### config.mk
export PLATFORM = sky130hd
export DESIGN_NAME = serial_comp_unit_flat
export DESIGN_NICKNAME = d
export VERILOG_FILES = /design/src/rtl/serial_comp_pkg.sv /design/src/rtl/serial_comp_if.sv /design/src/rtl/serial_comp_core.sv /design/src/rtl/serial_comp_unit.sv /design/src/flat_wrapper.sv
export SDC_FILE = /design/constraint.sdc
export NUM_CORES = 1
export LEC_CHECK = 0
export CORE_MARGIN = 2
export CORE_UTILIZATION = 55
export CTS_CLUSTER_SIZE = 24
export DETAILED_ROUTE_END_ITERATION = 8
export PLACE_DENSITY = 0.76
export RECOVER_POWER = 25
export SETUP_SLACK_MARGIN = 0.2
export SLEW_MARGIN = 15
export SYNTH_ARGS = -nofsm -noshare
export SYNTH_HDL_FRONTEND = slang
export SYNTH_SLANG_ARGS = --single-unit
### constraint.sdc
create_clock -name clk -period 4.8 [get_ports clk]
set_clock_uncertainty 0.15 [all_clocks]
set_input_delay 1.44 -clock clk [delete_from_list [all_inputs] [get_ports clk]]
set_output_delay 1.44 -clock clk [all_outputs]
set_load 0.02 [all_outputs]
### src/rtl/serial_comp_pkg.sv
// Shared definitions for the word-framed serial complementer.
package serial_comp_pkg;

  localparam int unsigned MODE_W = 2;

  typedef enum logic [MODE_W-1:0] {
    MODE_PASS = 2'd0,
    MODE_NEG  = 2'd1,
    MODE_ONES = 2'd2,
    MODE_ABS  = 2'd3
  } mode_e;

endpackage

### src/rtl/serial_comp_if.sv
// Framed serial input/output bundle of the serial complementer.
interface serial_comp_if;

  logic                              in_valid;
  logic                              in_bit;
  logic                              in_sof;
  logic [serial_comp_pkg::MODE_W-1:0] mode;
  logic                              out_valid;
  logic                              out_bit;
  logic                              out_sof;
  logic                              out_eow;
  logic                              ovf;
  logic                              err_frame;

  modport master (
    output in_valid, in_bit, in_sof, mode,
    input  out_valid, out_bit, out_sof, out_eow, ovf, err_frame
  );

  modport slave (
    input  in_valid, in_bit, in_sof, mode,
    output out_valid, out_bit, out_sof, out_eow, ovf, err_frame
  );

endinterface

### src/rtl/serial_comp_core.sv
// Per-bit serial transform: two's complement via the "seen a one" flag q,
// or plain inversion / pass-through.
module serial_comp_core (
  input  logic clk,
  input  logic reset,
  input  logic start,
  input  logic en,
  input  logic negate,
  input  logic invert,
  input  logic x,
  output logic y
);

  logic q;
  logic q_eff;

  // start clears q combinationally so bit 0 of a word never sees the previous word's flag
  always_comb begin
    q_eff = start ? 1'b0 : q;
    y     = invert ? ~x : (x ^ (negate & q_eff));
  end

  always_ff @(posedge clk) begin
    if (reset) begin
      q <= 1'b0;
    end else if (en) begin
      q <= q_eff | x;
    end
  end

endmodule

### src/rtl/serial_comp_unit.sv
// Word-framed serial complementer: captures LSB-first words, then re-emits them
// transformed (pass / negate / invert / absolute) with framing and overflow.
module serial_comp_unit
  import serial_comp_pkg::*;
#(
  parameter int unsigned WORD_W = 8
) (
  input logic          clk,
  input logic          reset,
  serial_comp_if.slave bus
);

  localparam int unsigned      CNT_W    = $clog2(WORD_W);
  localparam logic [CNT_W-1:0] CNT_LAST = CNT_W'(WORD_W - 1);

  typedef enum logic {EMIT_IDLE, EMIT_RUN} emit_state_e;

  logic [CNT_W-1:0]  cnt;
  logic [WORD_W-2:0] cap;
  mode_e             cap_mode;
  logic              load;
  logic              err_d;
  logic [WORD_W-1:0] load_word;

  emit_state_e       state;
  emit_state_e       state_nx;
  logic [CNT_W-1:0]  ecnt;
  logic [WORD_W-1:0] esr;
  mode_e             emode;
  logic              esign;
  logic              active;
  logic              first;
  logic              last;
  logic              negate;
  logic              invert;
  logic              y;

  // Capture side: an in_sof bit always restarts the word, even mid-word
  always_comb begin
    load      = bus.in_valid && !bus.in_sof && (cnt == CNT_LAST);
    err_d     = bus.in_valid && ((bus.in_sof && (cnt != '0)) || (!bus.in_sof && (cnt == '0)));
    load_word = {bus.in_bit, cap};
  end

  always_ff @(posedge clk) begin
    if (reset) begin
      cnt      <= '0;
      cap      <= '0;
      cap_mode <= MODE_PASS;
    end else if (bus.in_valid) begin
      if (bus.in_sof) begin
        cap[0]   <= bus.in_bit;
        cap_mode <= mode_e'(bus.mode);
        cnt      <= CNT_W'(1);
      end else if (cnt != '0) begin
        if (load) begin
          cnt <= '0;
        end else begin
          cap[cnt] <= bus.in_bit;
          cnt      <= cnt + CNT_W'(1);
        end
      end
    end
  end

  // Emit FSM: state register
  always_ff @(posedge clk) begin
    if (reset) begin
      state <= EMIT_IDLE;
    end else begin
      state <= state_nx;
    end
  end

  // Emit FSM: next state; a load on the last emit cycle keeps the run going gap-free
  always_comb begin
    state_nx = state;
    case (state)
      EMIT_IDLE: if (load) state_nx = EMIT_RUN;
      EMIT_RUN:  if (last && !load) state_nx = EMIT_IDLE;
      default:   state_nx = EMIT_IDLE;
    endcase
  end

  // Emit FSM: outputs
  always_comb begin
    active = (state == EMIT_RUN);
    first  = active && (ecnt == '0);
    last   = active && (ecnt == CNT_LAST);
    negate = (emode == MODE_NEG) || ((emode == MODE_ABS) && esign);
    invert = (emode == MODE_ONES);
  end

  always_ff @(posedge clk) begin
    if (reset) begin
      esr   <= '0;
      ecnt  <= '0;
      emode <= MODE_PASS;
      esign <= 1'b0;
    end else if (load) begin
      esr   <= load_word;
      ecnt  <= '0;
      emode <= cap_mode;
      esign <= bus.in_bit;
    end else if (active) begin
      esr  <= esr >> 1;
      ecnt <= ecnt + CNT_W'(1);
    end
  end

  serial_comp_core u_core (
    .clk    (clk),
    .reset  (reset),
    .start  (first),
    .en     (active),
    .negate (negate),
    .invert (invert),
    .x      (esr[0]),
    .y      (y)
  );

  // Outputs are registered; ovf flags a negated most-negative input (sign in and out both 1)
  always_ff @(posedge clk) begin
    if (reset) begin
      bus.out_valid <= 1'b0;
      bus.out_bit   <= 1'b0;
      bus.out_sof   <= 1'b0;
      bus.out_eow   <= 1'b0;
      bus.ovf       <= 1'b0;
      bus.err_frame <= 1'b0;
    end else begin
      bus.out_valid <= active;
      bus.out_bit   <= active & y;
      bus.out_sof   <= first;
      bus.out_eow   <= last;
      bus.ovf       <= last & negate & esr[0] & y;
      bus.err_frame <= err_d;
    end
  end

endmodule

### src/flat_wrapper.sv
// flat-port wrapper written by rule: the top's interface ports become plain ports
module serial_comp_unit_flat import serial_comp_pkg::*;
#(
  parameter int unsigned WORD_W = 8
)
  (clk, reset, bus_in_valid, bus_in_bit, bus_in_sof, bus_mode, bus_out_valid, bus_out_bit, bus_out_sof, bus_out_eow, bus_ovf, bus_err_frame);
  serial_comp_if bus_i ();
  input logic clk;
  input logic reset;
  input wire logic [$bits(bus_i.in_valid)-1:0] bus_in_valid;
  input wire logic [$bits(bus_i.in_bit)-1:0] bus_in_bit;
  input wire logic [$bits(bus_i.in_sof)-1:0] bus_in_sof;
  input wire logic [$bits(bus_i.mode)-1:0] bus_mode;
  output wire logic [$bits(bus_i.out_valid)-1:0] bus_out_valid;
  output wire logic [$bits(bus_i.out_bit)-1:0] bus_out_bit;
  output wire logic [$bits(bus_i.out_sof)-1:0] bus_out_sof;
  output wire logic [$bits(bus_i.out_eow)-1:0] bus_out_eow;
  output wire logic [$bits(bus_i.ovf)-1:0] bus_ovf;
  output wire logic [$bits(bus_i.err_frame)-1:0] bus_err_frame;
  assign bus_i.in_valid = bus_in_valid;
  assign bus_i.in_bit = bus_in_bit;
  assign bus_i.in_sof = bus_in_sof;
  assign bus_i.mode = bus_mode;
  assign bus_out_valid = bus_i.out_valid;
  assign bus_out_bit = bus_i.out_bit;
  assign bus_out_sof = bus_i.out_sof;
  assign bus_out_eow = bus_i.out_eow;
  assign bus_ovf = bus_i.ovf;
  assign bus_err_frame = bus_i.err_frame;
  serial_comp_unit #(.WORD_W(WORD_W)) u_core (.clk(clk), .reset(reset), .bus(bus_i));
endmodule
**After elaboration in Yosys (flattened, before gate mapping)**

Index checks and enable logic that the tools add are counted.

- Logic and storage cells: 77
- Output and inout port bits: 6
- Register bits after elaboration: 34
- Input bits: 7

- Eq/ne operators: 6
- $add $sub $neg: 2
- Order comparisons: 2
- Reduce and logical (&&, ||, !) cells: 24
- Muxes and demuxes: 16
- Bitwise logic cells: 11

Operators by type and width:

| cell | count |
|---|---|
| $mux 8 | 2 |
| $logic_and 1x1->1 | 10 |
| $mux 3 | 3 |
| $mux 1 | 8 |
| $bwmux 7 | 1 |
| $add 3x1->3 const B | 2 |
| $eq 3x3->1 const B | 2 |
| $logic_not 3->1 | 2 |
| $and 1x1->1 | 5 |
| $eq 2x2->1 const B | 2 |
| $lt 3x4->1 const B | 1 |
| $not 1->1 | 4 |
| $reduce_and 2->1 | 2 |
| $reduce_and 4->1 | 1 |
| $reduce_bool 2->1 | 2 |
| $demux 1 s3 | 1 |
| $ge 3x1->1 const B | 1 |
| $reduce_and 3->1 | 1 |
| $reduce_bool 3->1 | 1 |
| $eq 2x1->1 const B | 1 |
| $logic_not 1->1 | 2 |
| $logic_or 1x1->1 | 2 |
| $ne 2x2->1 const B | 1 |
| $pmux 1 s2 | 1 |
| 3 further kinds | 3 |

**Longest topological paths before layout**

- Depth after elaboration: 8
- Mapped depth: 7
- Mapped depth without buffers: 7

**By module**

Synthesis repeated with hierarchy kept, for this count alone.

- Cell total of the unflattened synthesis: 160
- Area total of the unflattened synthesis: 1560.2 um2

Modules (own cells, without submodules):

| module | instances | area each (um2) | cells an instance | sequential area each (um2) |
|---|---|---|---|---|
| serial_comp_unit | 1 | 1477.7 | 151 | 660.6 |
| serial_comp_core | 1 | 82.6 | 9 | 20.0 |

**Least setup slack after synthesis**

Ideal clock, no wire load.

- Path type: input to register
- Start: input bus_in_sof
- End: register u_core.cap[0]
- Path buffers: 1
- Setup time: 0.125 ns
- Data required time: 4.525 ns
- Slack: 2.302 ns
- Arrival time: 2.223 ns
- Cell stages on the path: 6
- Cell sequence: buf_6 -> inv_1 -> ha_1 -> and2b_1 -> o211ai_1 -> mux2i_1

- Longest elaborated chain between the ends: 5
- Elaborated cells on any way between the ends: 7
- Classes of those cells: 1 x eq/ne; 1 x mux; 5 x reduce/logical

RTL lines:

| item | RTL line | source |
|---|---|---|
| from (decl) | flat_wrapper.sv:12 | `input wire logic [$bits(bus_i.in_sof)-1:0] bus_in_sof;` |
| $logic_not 1->1 | serial_comp_unit.sv:40 | `load = bus.in_valid && !bus.in_sof && (cnt == CNT_LAST);` |
| $logic_and 1x1->1 (2 in series) | serial_comp_unit.sv:40 |  |
| $ne 2x2->1 (no source line) | n/a |  |
| $reduce_and 3->1 (no source line) | n/a |  |
| to (signal assigned) | serial_comp_unit.sv:52 | `cap[0] <= bus.in_bit;` |
| to (signal, indexed assignment) | serial_comp_unit.sv:59 | `cap[cnt] <= bus.in_bit;` |
| to (decl) | serial_comp_unit.sv:19 | `logic [WORD_W-2:0] cap;` |

Several ways; a longest one is shown, not always the timed one.
A chain may end at the register's enable or synchronous reset.

==> summary.txt <==
Worst setup path
  • Cell family with most CP delay: buffers and inverters
  • CP peak stage delay: 1.00 ns
  • Worst EP arrival: 3.51 ns
  • Worst setup EP type: register
  • CP max stage cell: clkbuf_1
  • Critical path, cell by cell: dlygate4sd3_1, clkbuf_1, and2b_1, and3b_1
  • Critical path data required time: 4.87 ns
  • Startpoint Class: input pin
  • WP buf/inv: 2
  • CP Max Fanout: 31
  • Setup Crit Path Kind: input pin to register

Synthesis
  • Predominant post-synthesis flop cell: dfxtp_1
  • Dominant cell type by area after synthesis: dfxtp_1
  • Synthesized area: 1590 sq um
  • Most instantiated cells after synthesis: 34 x dfxtp_1, 17 x mux2i_1, 14 x nand2_1, 12 x nand2b_1, 12 x nor2_1
  • Post-synth top area share: 0.428
  • EDFF count, synth: 0
  • Register area share after synthesis: 0.428
  • Ys async rst share: 0
  • Area contributors post-synth: dfxtp_1 43%, mux2i_1 11%, a211oi_2 5.5%
  • Synthesized flop and latch total: 34
  • Cell with the most instances after synthesis: dfxtp_1
  • Mean post-synth cell area: 9.88 sq um
  • Synth Warn #: 0
  • Post-Syn Nets: 175
  • Distinct cells, synth: 32
  • Syn Inst Count: roughly 160

Flow run
  • Max-cap violations: 0

Place
  • Post-DP Area: around 1700 sq um
  • Port Buf Inserts: 12
  • Detailed placement HPWL: 1.92 mm
  • Setup WS pre-CTS: 1.54 ns
  • GP Congestion: 0.787

STA
  • Slew of the pin with the lowest slew margin: roughly 1.4 ns
  • Slew Viols, Final: 0
  • # setup viols final: 0
  • Hold WS: between 0.3 and 0.4 ns
  • Worst setup margin: 1.36 ns
  • Period utilization: 0.718
  • Max frequency: around 290 MHz
  • RSZ-0062 raised after global routing: no
  • Endpoints failing hold: 0
  • Min Tclk post-route: ~3.4 ns
  • Setup TNS: 0 ns
  • Max_slew headroom: 0.0819

Cells and area
  • Final #Nets: around 190
  • Finished Cell Area: 1740 sq um
  • Area Growth Syn to Fin: 9.21%
  • Fillers: 250
  • Layout cells sized above 1: 0.106
  • Antenna diode instance count: 0

Worst hold path
  • Worst hold path class: register to register

Clock tree
  • Clock sink count: 34
  • CTS Root Cell: clkbuf_4
  • H-tree depth: 2
  • Cts bufs inserted: 5
  • Worst-path clk slew: 0.09 ns
  • Post-CTS sizing: 0
  • Post-CTS Hold Fix Bufs: 0
  • Clk_lat worst skew: 0.32 ns
  • TritonCTS clock tree: built
  • Post-CTS setup repair buffer count: 0
  • Clock Path Buffers: 2

GRT
  • First-pass GRT wire length: 4.81 mm
  • GR Util All Layers: 0.189
  • Total gr overflow: 0
  • Largest net degree at the start of global routing: 32
  • Vias in the first global route: ~1100
  • Initial antenna violation count: 0

Die
  • Initial Utilization: 0.577
  • Core area: 2760 sq um
  • Die area: between 3000 and 4000 sq um
  • Top Ports: 13
  • Die X: 57.8 um
  • Num rows: 19
  • Die extent in y: slightly below 60 um

Power
  • Peak supply drop: between 0.15 and 0.2 mV
  • P per Cell Area: 270 nW/um^2
  • Leak: 0.684 nW

Drt
  • Iteration count of the initial detailed-routing pass: 4
  • Avg Vias per Cell: 5.65
  • Wire per inst: 13.5 um
  • DRC errors left: 0
  • Post-DRT Antenna Nets: 0
  • Routed wire length: 2.72 mm
  • Vias post-DR: around 1100
  • DRT iter0 DRCs: 33

Outcome
  • Status: finished, final reports clean
[cell families (layout without fill, tap and decap cells)]
group                      after synthesis  in the layout  share of synthesized area
DFF                                     34             34                      0.428
buffers and inverters                   16             25                     0.0566
and+or+nand+nor                         65             65                      0.240
muxes                                   17             17                      0.107
AOI/OAI and AO/OA                       21             21                      0.108
adders and majority gates                7              7                     0.0551
xor gates and xnor gates                 1              1                    0.00551
[worst min-delay path, stage by stage, from the launching register on]
cell,delay [ns]
dfxtp_1,0.32
nand2_1,0.05
a21oi_1,0.05
[path summary, 6_finish.rpt]
kind | from | to | slack [ns] | depth (start not counted)
setup / recovery | reset | u_core.bus.out_sof | 1.36 | 4
hold / removal | u_core.esign | u_core.esign | 0.31 | 2
setup reg to reg | u_core.cnt[0] | u_core.cap[0] | 2.81 | 7
hold reg to reg | u_core.esign | u_core.esign | 0.31 | 2
[final cells by class]
type / count / area (sq um) / area share
repair buffers: 13 / 124 / 0.0713
inverters: 6 / 22.5 / 0.0130
flip-flops and latches: 34 / 681 / 0.392
well taps: 31 / 38.8 / 0.0223
multi-input cells: 111 / 820 / 0.472
clock buffers: 6 / 51.3 / 0.0295
[per-stage QoR]
step                 util  power, mW  instances
CTS                 0.631      0.477        201
floorplan               -      0.315        161
global placement    0.613      0.324        195
global route        0.630      0.490        201
finish              0.630      0.468        201
detailed placement  0.613      0.325        195
[cell usage in the layout (no fill, tap or decap), types with 2 or more instances in the layout]
| cell | synthesis | final |
|---|---|---|
| and3b_1 | 2 | 2 |
| nand4_1 | 2 | 2 |
| ha_1 | 7 | 7 |
| a21oi_1 | 9 | 9 |
| nand2_1 | 14 | 14 |
| nand3b_1 | 2 | 2 |
| dfxtp_1 | 34 | 34 |
| nand3_2 | 2 | 2 |
| a211oi_2 | 7 | 7 |
| nand3_1 | 5 | 5 |
| inv_1 | 6 | 6 |
| a211oi_1 | 2 | 2 |
| nor2b_1 | 3 | 3 |
| nand2b_1 | 12 | 12 |
| mux2i_1 | 17 | 17 |
| nor3_1 | 4 | 4 |
| and2b_1 | 2 | 2 |
| clkbuf_4 | 1 | 5 |
| clkdlybuf4s50_1 | 0 | 11 |
| nor2_1 | 12 | 12 |
[state kept, by name (all words and copies together), names as in the netlist]
register / flops
u_core.emode: 2
u_core.bus.ovf: 1
u_core.ecnt: 3
u_core.u_core.q: 1
u_core.bus.out_sof: 1
u_core.esr: 8
u_core.bus.err_frame: 1
u_core.cap_mode: 2
u_core.cap: 7
u_core.bus.out_eow: 1
u_core.esign: 1
u_core.active: 1
u_core.cnt: 3
u_core.bus.out_valid: 1
u_core.bus.out_bit: 1
[layer usage]
| layer | track usage | vias up | wire (um) |
|---|---|---|---|
| li1 | - | 577 | - |
| met1 | 0.212 | 532 | 1200 |
| met2 | 0.312 | 23 | 1380 |
| met3 | 0.0469 | 4 | 102 |
| met4 | 0.136 | 0 | 39 |
| met5 | 0 | - | 0 |
[report_power, final]
| part | leakage [nW] | switching, mW | internal [mW] |
|---|---|---|---|
| Combinational | 0.379 | 0.0166 | 0.0138 |
| Sequential | 0.275 | 0.00313 | 0.285 |
| Clock | 0.0302 | 0.0839 | 0.0660 |
No activity file was read; power rests on OpenSTA's default activity.
